`config.mk`:
```
export PLATFORM = sky130hd
export DESIGN_NAME = register_bank
export DESIGN_NICKNAME = d
export VERILOG_FILES = /design/src/rtl/register_bank.sv
export SDC_FILE = /design/constraint.sdc
export NUM_CORES = 1
export LEC_CHECK = 0
export CAP_MARGIN = 0
export CORE_MARGIN = 2
export CORE_UTILIZATION = 55
export DETAILED_ROUTE_END_ITERATION = 8
export GPL_ROUTABILITY_DRIVEN = 1
export PLACE_DENSITY = 0.81
export SLEW_MARGIN = 20
export SYNTH_ARGS = -nofsm -noshare
export SYNTH_HDL_FRONTEND = slang
export SYNTH_SLANG_ARGS = --single-unit
```
`constraint.sdc`:
```
create_clock -name CLK -period 3.6 [get_ports CLK]
set_input_delay 0.72 -clock CLK [delete_from_list [all_inputs] [get_ports CLK]]
set_output_delay 0.72 -clock CLK [all_outputs]
set_load 0.05 [all_outputs]
```
`src/rtl/register_bank.sv`:
```
// register_bank: DEPTH x WIDTH register file with one write port and two
// registered read ports. Reads have one cycle of latency and see a write
// issued on the same edge (write-first forwarding). Qa0/Qa1 are
// combinationally gated copies of Q0/Q1. VALID records which registers have
// been written since the last CLR.
//
// Reset: CLR is synchronous and active-high. It clears mem, Q0, Q1 and VALID,
// and it wins over a write on the same edge.
//
// Optional feature: define REGISTER_BANK_ZERO_REG_EN to hard-wire register 0
// to zero. When the macro is defined:
//   - writes to address 0 are dropped;
//   - VALID[0] never sets;
//   - reads of address 0 return zero, including the forwarded path.
//
// Handshake: there is none. A write is taken on every rising edge where
// R_W=0 and CLR=0. Read data for the addresses presented at edge N is on
// Q0/Q1 after edge N.
module register_bank #(
   parameter int  WIDTH = 16,
   parameter int  DEPTH = 8,
   localparam int AW    = $clog2(DEPTH)
) (
   input  logic             CLK,
   input  logic             CLR,
   input  logic             R_W,
   input  logic [AW-1:0]    WA,
   input  logic [WIDTH-1:0] D,
   input  logic [AW-1:0]    RA0,
   input  logic [AW-1:0]    RA1,
   input  logic             Ea0,
   input  logic             Ea1,
   output logic [WIDTH-1:0] Q0,
   output logic [WIDTH-1:0] Q1,
   output logic [WIDTH-1:0] Qa0,
   output logic [WIDTH-1:0] Qa1,
   output logic [DEPTH-1:0] VALID
);

   logic [WIDTH-1:0] mem_q [DEPTH];
   logic [WIDTH-1:0] q0_q, q0_d;
   logic [WIDTH-1:0] q1_q, q1_d;
   logic [DEPTH-1:0] valid_q, valid_d;
   logic             wr_en;

   // Effective write enable: R_W is active-low. With the zero-register
   // feature, a write to address 0 is treated as no write at all.
`ifdef REGISTER_BANK_ZERO_REG_EN
   assign wr_en = ~R_W && (WA != '0);
`else
   assign wr_en = ~R_W;
`endif

   // Next read data, with same-edge write forwarding, and next VALID vector.
   always_comb begin
      q0_d    = mem_q[RA0];
      q1_d    = mem_q[RA1];
      valid_d = valid_q;
      if (wr_en && (RA0 == WA)) q0_d = D;
      if (wr_en && (RA1 == WA)) q1_d = D;
`ifdef REGISTER_BANK_ZERO_REG_EN
      if (RA0 == '0) q0_d = '0;
      if (RA1 == '0) q1_d = '0;
`endif
      if (wr_en) valid_d[WA] = 1'b1;
   end

   // Storage, read registers and VALID. CLR has priority over the write.
   always_ff @(posedge CLK) begin
      if (CLR) begin
         for (int i = 0; i < DEPTH; i++) mem_q[i] <= '0;
         q0_q    <= '0;
         q1_q    <= '0;
         valid_q <= '0;
      end else begin
         if (wr_en) mem_q[WA] <= D;
         q0_q    <= q0_d;
         q1_q    <= q1_d;
         valid_q <= valid_d;
      end
   end

   assign Q0    = q0_q;
   assign Q1    = q1_q;
   assign VALID = valid_q;

   // Output enables act on the registered data with no clock involvement.
   assign Qa0 = Ea0 ? q0_q : '0;
   assign Qa1 = Ea1 ? q1_q : '0;

endmodule
```
== After elaboration in Yosys (flattened, before gate mapping) ==
Memory sizes are Yosys's and may differ from the RTL's. A register that Yosys moved wholly into a read port is not among the register bits.
Cells that the tools add are included.

* Bitwise operators: 1
* Muxes and demuxes: 12
* Magnitude comparators: 2
* Reduce and logical (&&, ||, !) cells: 2

{| class="wikitable"
|+ Operator list
! kind !! count
|-
| two-way mux 16 bit || 3
|-
| OR reduction 16 bit || 1
|-
| OR 8 bit || 1
|-
| two-way mux 1 bit || 7
|-
| less-than comparator 3 x 4 -> 1 bit (second input constant) || 1
|-
| demux 1 bit (select 3 bit) || 1
|-
| >= comparator 3 x 1 -> 1 bit (second input constant) || 1
|-
| two-way mux 3 bit || 1
|-
| logical AND 1 bit || 1
|}

* Register bits: 8
* Input port bits: 30
* Memories kept: 1
* Memory bits (writable): 128
* Output and inout port bits: 72
* Logic and storage cells: 19

{| class="wikitable"
|+ Memory list
! name !! depth !! width !! read ports !! clocked after memory_dff !! wr ports !! RTL line !! RTL
|-
| mem_q || 8 || 16 || 2 || 2 || 8 || 40 || <nowiki>logic [WIDTH-1:0] mem_q [DEPTH];</nowiki>
|}

== Longest topological paths before layout ==
Gate-level depths: netlist of run 1.

* Depth after elaboration: 5
* Depth in mapped cells: 7
* Depth with buffers taken out: 4

== Worst setup path before layout of run 1 ==
No wires, ideal clock.

* Path kind: input-to-reg
* From: in R_W
* To: mem mem_q[2][0] (enable)
* Path buffers: 1
* Path slack: 0.726 ns
* Arrival: 2.463 ns
* Data required time: 3.189 ns
* Stages on the path: 3
* Library setup time: 0.411 ns
* Cell sequence: or3_1 -> buf_4 -> o21ai_0

{| class="wikitable"
|+ RTL lines
! what !! RTL line !! RTL
|-
| start: declaration || 26 || <nowiki>input logic R_W,</nowiki>
|-
| end: declaration || 40 ||
|}

== Worst setup path after layout of run 1 ==
* From: in Ea1
* To: out Qa1[5]

* Word-level cells in the longest chain between the ends: 1

{| class="wikitable"
|+ RTL lines
! what !! RTL line !! RTL
|-
| start: declaration || 32 || <nowiki>input logic Ea1,</nowiki>
|-
| two-way mux 16 bit || 89 || <nowiki>assign Qa1 = Ea1 ? q1_q : '0;</nowiki>
|-
| end: declaration || 36 || <nowiki>output logic [WIDTH-1:0] Qa1,</nowiki>
|}

Every way passes these cells.

==> results.md, run 1 <==
- Nets: 764
- MaxCap Viol Count: 0
- Lkg Pwr: 3.752 nW
- ANT nets after route: 0
- Avg Cell Area, Syn: 12.94 µm²
- Area Growth Syn to Fin: 21.61%
- CP Launch Type: input port
- Skew final: 0.005733 ns
- Total Routing Usage GR: 0.2753
- WL final: 21.63 mm
- DR vias: 5844
- Post-cts resize count: 0
- Die Height: 126.5 µm
- Seq/Total Area, Yosys: 0.5626
- Worst rel slew slack: 0.4620
- Rows: 44
- Synth unique cells: 26
- Grt total ovfl: 0
- H-tree depth reported by CTS: 4
- RSZ-0062 raised after global routing: false
- Largest net degree at the start of global routing: 35
- Fin crit share: 0.8953
- CTS clk-pin slew, worst paths: 0.06 ns
- PD cells: 503.3 nW/µm²
- Post-Syn Nets: 668
- Post-route setup TNS: 0 ns
- Vias in the first global route: 5861
- Slew Viols, Final: 0
- HP Start: VALID[3]$_SDFFE_PP0N_
- ANT cells: 0
- Outcome: complete, no violations
- Wire per inst: 23.23 µm
- First-pass GRT wire length: 32.42 mm
- Die width: 126.5 µm
- DRT iter0 DRCs: 851
- Core Region: 14590 µm²
- CP Data Arrival Time: 2.50 ns
- Die Area: 16010 µm²
- WHS: 0.4483 ns
- GP Congestion: 0.8503
- Post-CTS setup buffer count: 0
- Worst Setup SP: Ea1
- Mapped Area: 8255 µm²
- 1st-pass router iterations: 5
- Actual slew at the worst max-slew pin: 0.8070 ns
- Root buffer cell: clkbuf_16
- CTS Buf Count: 17
- Yosys reg bits: 168
- WS Path Type: in -> out
- Number of port buffers: 101
- Layout cell share with drive strength beyond 1: 0.1419
- Hold buffers post-CTS: 0
- Final Critical Period: 3.223 ns
- Crit end category: primary output
- Synth Instances: 638
- Post-DP HPWL: 13.91 mm
- Required time of the critical path: 2.88 ns
- CTS tree: done
- Clk_lat worst skew: 0.43 ns
- Vias/cell: 6.277
- # clock sinks: 168
- Total power draw: 5.053 mW
- Synth warn: 0
- Initial antenna violation count: 0
- Setup violators final: 0
- # DRC: 0
- Worst R2R Start: mem_q[7][5]$_SDFFCE_PN0P_
- Clk buf depth: 2
- Fmax: 310.3 MHz
- I/O pins: 102
- Crit-path max FO: 16
- Initial core utilization: 0.5659
- Min-Delay Path Class: reg -> reg
- Fin. Hold Viols: 0
- VDD IR max: 0.3426 mV
==> per-stage QoR <==
step | instance area (µm²) | cells | util | setup slack (ns)
after global placement | 9404 | 899 | 0.6446 | 0.3809
final | 10040 | 931 | 0.6882 | 0.3769
after detailed placement | 9404 | 899 | 0.6446 | 0.3377
after floorplan | 8255 | 638 | - | 0.7262
after CTS | 10040 | 931 | 0.6882 | 0.3355
after global routing | 10040 | 931 | 0.6882 | 0.2685
==> cell type report <==
cell class,instances,area (µm²)
clock buffer,19,432.9
timing repair buffer,124,1186
fill,955,4549
clock inverter,13,202.7
sequential,168,4644
multi-input combinational,422,3339
inverter,1,3.754
tap,184,230.2
==> metal layers <==
| metal | track usage | up-vias | wire length [µm] |
|---|---|---|---|
| li1 | - | 2556 | - |
| met1 | 0.3479 | 2824 | 8056 |
| met2 | 0.4379 | 389 | 10410 |
| met3 | 0.05567 | 75 | 2161 |
| met4 | 0.1719 | 0 | 1006 |
| met5 | 0 | - | 0 |
==> power by group <==
group	internal (mW)	leakage, nW	switching (mW)	total, mW
registers	2.22	1.56	0.0694	2.29
logic	0.306	1.89	0.501	0.807
clock network	1.23	0.308	0.733	1.96
total	3.75	3.75	1.30	5.05
==> cell usage in the layout, fill, tap and decap left out, types with 3 or more instances in the layout <==
cell / count
dfxtp_1: 40
clkdlybuf4s50_1: 89
clkinv_2: 3
nor2_1: 4
o22ai_1: 30
clkinv_4: 3
a21o_1: 8
and2_1: 160
mux2i_1: 62
bufinv_16: 5
nand2b_1: 4
o21ai_0: 32
nor2_4: 3
xnor2_1: 6
mux4_2: 34
buf_12: 3
edfxtp_1: 128
or2_2: 3
clkbuf_16: 17
o21ai_1: 6
buf_4: 30
a21oi_1: 62
==> Yosys cell counts <==
cell	n	area, µm²
mux2i_1	62	620.6
and2_1	160	1001
edfxtp_1	128	3844
xnor2_1	6	52.55
nor3_4	1	16.27
clkbuf_2	1	5.000
or2_2	3	18.77
a21o_1	8	60.06
a21oi_1	62	310.3
buf_4	8	60.06
nand2b_1	4	25.02
o21ai_0	38	190.2
nand4_1	2	12.51
buf_2	18	90.09
nor2_1	4	15.01
mux4_2	34	765.7
o22ai_1	30	187.7
clkinv_1	1	3.750
or3_1	1	6.260
or2_1	1	6.260
buf_6	5	56.30
clkbuf_1	15	56.30
dfxtp_1	40	800.8
nor3_2	1	10.01
nor2_4	3	33.78
nand2_1	2	7.510
==> state kept, by name, indices dropped and copies added, names as in the netlist <==
signal and cells:
Q1 16, VALID 8, mem_q 128, Q0 16
==> critical path, stage by stage <==
cell	delay, ns
clkdlybuf4s50_1	0.77
and2_1	0.21
clkdlybuf4s50_1	0.80
==> worst paths after layout <==
kind / to / slack [ns] / cells past startpoint
setup / recovery: Qa1[5] / 0.38 / 3
hold / removal: VALID[3]$_SDFFE_PP0N_ / 0.45 / 1
setup reg to reg: Q0[5]$_SDFF_PP0_ / 2.21 / 3
hold reg to reg: VALID[3]$_SDFFE_PP0N_ / 0.45 / 1
==> cells by family after synthesis <==
group	synth area share
flops	0.5626
mux	0.1679
buf+inv	0.03289
simple gates	0.1396
compound gates	0.09063
xor+xnor	0.006366
Power figures use the tool's default switching activity.
==> run 2, diff against run 1 <==
--- a/config.mk
+++ b/config.mk
@@ -6,11 +6,14 @@
 export NUM_CORES = 1
 export LEC_CHECK = 0
 export CAP_MARGIN = 0
-export CORE_MARGIN = 2
-export CORE_UTILIZATION = 55
+export CELL_PAD_IN_SITES_DETAIL_PLACEMENT = 1
+export CELL_PAD_IN_SITES_GLOBAL_PLACEMENT = 1
+export CORE_MARGIN = 10
+export CORE_UTILIZATION = 46
+export CTS_CLUSTER_SIZE = 40
 export DETAILED_ROUTE_END_ITERATION = 8
 export GPL_ROUTABILITY_DRIVEN = 1
-export PLACE_DENSITY = 0.81
+export PLACE_DENSITY = 0.83
 export SLEW_MARGIN = 20
 export SYNTH_ARGS = -nofsm -noshare
 export SYNTH_HDL_FRONTEND = slang
==> run 2 against run 1 <==
Total power fell by 0.31%. Maximum frequency up 1.9%. Clock-buffer cell count up 10. Critical endpoint is now Qa1[11].
==> results.md, run 2 (synthesized netlist as in run 1, its figures left out) <==
- Outcome: complete, no violations
- Max reg flops: 128
- PD cells: 498.1 nW/µm²
- Cell family with most CP delay: buffers and inverters
- Worst path depth: 3
- GP Congestion: 0.8451
- Vias in the first global route: 6840
- R2R Setup Slk: 2.18 ns
- Post-CTS setup buffer count: 0
- CTS Buf Count: 17
- First-pass GRT wire length: 41.99 mm
- Fmax: 316.1 MHz
- Largest net degree at the start of global routing: 38
- Post-DP HPWL: 18.09 mm
- WS Path Type: in -> out
- WL final: 28.20 mm
- Number of port buffers: 101
- Layout cell share with drive strength beyond 1: 0.1625
- Crit-path cells: clkdlybuf4s50_1 > and2_1 > clkdlybuf4s50_1
- CTS clk-pin slew, worst paths: 0.06 ns
- Final Critical Period: 3.163 ns
- Buffers and inverters on the worst path: 2
- ANT cells: 0
- Clk_lat worst skew: 0.44 ns
- Fin crit share: 0.8787
- Worst Setup SP: Ea1
- Slew Viols, Final: 0
- Setup violators final: 0
- Lkg Pwr: 3.806 nW
- Post-route setup TNS: 0 ns
- Initial core utilization: 0.4740
- Utilization after layout: 0.5806
- CP Data Arrival Time: 2.44 ns
- Required time of the critical path: 2.88 ns
- Crit-path max FO: 16
- Vias/cell: 6.288
- CP Launch Type: input port
- Slowest stage delay, CP: 0.82 ns
- Wire per inst: 28.71 µm
- Actual slew at the worst max-slew pin: 0.8714 ns
- Core Region: 17420 µm²
- # clock sinks: 168
- VDD IR max: 0.3731 mV
- CP dominant cell by count: clkdlybuf4s50_1
- Largest reg by FF count: mem_q
- Nets: 774
- H-tree depth reported by CTS: 4
- Clk buf depth: 2
- MaxCap Viol Count: 0
- Commonest non-fill, non-tap cell in the layout: and2_1
- ANT nets after route: 0
- 1st-pass router iterations: 5
- Rows: 48
- Crit end category: primary output
- Max stage delay cell, worst path: clkdlybuf4s50_1
- DRT iter0 DRCs: 662
- Die width: 154.0 µm
- Post-cts resize count: 0
- Fin. Hold Viols: 0
- Hold buffers post-CTS: 0
- R2R depth: 3
- Worst rel slew slack: 0.4191
- RSZ-0062 raised after global routing: false
- Skew final: 0.006555 ns
- I/O pins: 102
- Area Growth Syn to Fin: 22.49%
- Grt total ovfl: 0
- Min-Delay Path Class: reg -> reg
- # DRC: 0
- Critical Path Sink: Qa1[11]
- Commonest cells after routing, fill and taps aside: and2_1 (160), edfxtp_1 (128), clkdlybuf4s50_1 (83)
- Root buffer cell: clkbuf_16
- Die Height: 154.0 µm
- CTS tree: done
- Total Routing Usage GR: 0.2341
- Die Area: 23710 µm²
- Initial antenna violation count: 1
- DR vias: 6175
- R2R Path End: Q0[14]$_SDFF_PP0_
- Worst R2R Start: mem_q[1][14]$_SDFFCE_PN0P_
-- run 2: how the worst min path moves through the flow --
stage                               from                    end  depth (start not counted)
2_1_floorplan  mem_q[0][2]$_SDFFCE_PN0P_       Q0[2]$_SDFF_PP0_                          4
3_3_place_gp       VALID[5]$_SDFFE_PP0N_  VALID[5]$_SDFFE_PP0N_                          1
3_5_place_dp       VALID[2]$_SDFFE_PP0N_  VALID[2]$_SDFFE_PP0N_                          1
4_1_cts            VALID[2]$_SDFFE_PP0N_  VALID[2]$_SDFFE_PP0N_                          1
5_1_grt            VALID[2]$_SDFFE_PP0N_  VALID[2]$_SDFFE_PP0N_                          1
6_report           VALID[5]$_SDFFE_PP0N_  VALID[5]$_SDFFE_PP0N_                          1
-- run 2: per-stage QoR --
step                      instances  power, mW  instance area (µm²)  worst slack (ns)  hold slack [ns]
after floorplan                 638      2.831                 8255            0.7262           0.6892
after global placement          950      3.115                 9490            0.4861           0.4351
after detailed placement        950      3.162                 9490            0.4045           0.4436
after CTS                       982      5.038                10110            0.4037           0.4577
after global routing            982      5.168                10110            0.3504           0.4815
final                           982      5.037                10110            0.4366           0.4555
-- run 2: layout make-up --
| class | instances | area (µm²) |
|---|---|---|
| clock buffers | 29 | 604.3 |
| clock inverters | 3 | 17.52 |
| fillers | 1752 | 7305 |
| inverters | 1 | 3.754 |
| multi-input cells | 422 | 3339 |
| flip-flops and latches | 168 | 4644 |
| well taps | 225 | 281.5 |
| repair buffers | 134 | 1221 |
-- run 2: power by group --
group          total [mW]  switching (mW)  internal, mW  leakage, nW
combinational       0.846           0.538         0.307         1.94
sequential           2.30          0.0788          2.22         1.56
clock                1.89           0.756          1.14        0.312
-- run 2: metal layers --
metal | global-route usage | vias up | part of all wire
li1 | - | 2573 | -
met1 | 0.2716 | 3165 | 0.38
met2 | 0.3916 | 370 | 0.50
met3 | 0.06806 | 65 | 0.092
met4 | 0.1066 | 2 | 0.031
met5 | 0 | - | 0.00025
==> run 3, diff against run 2 <==
--- a/config.mk
+++ b/config.mk
@@ -5,7 +5,6 @@
 export SDC_FILE = /design/constraint.sdc
 export NUM_CORES = 1
 export LEC_CHECK = 0
-export CAP_MARGIN = 0
 export CELL_PAD_IN_SITES_DETAIL_PLACEMENT = 1
 export CELL_PAD_IN_SITES_GLOBAL_PLACEMENT = 1
 export CORE_MARGIN = 10
==> results of run 3 <==
Final layout, timing and power as in run 2 (identical DEF).
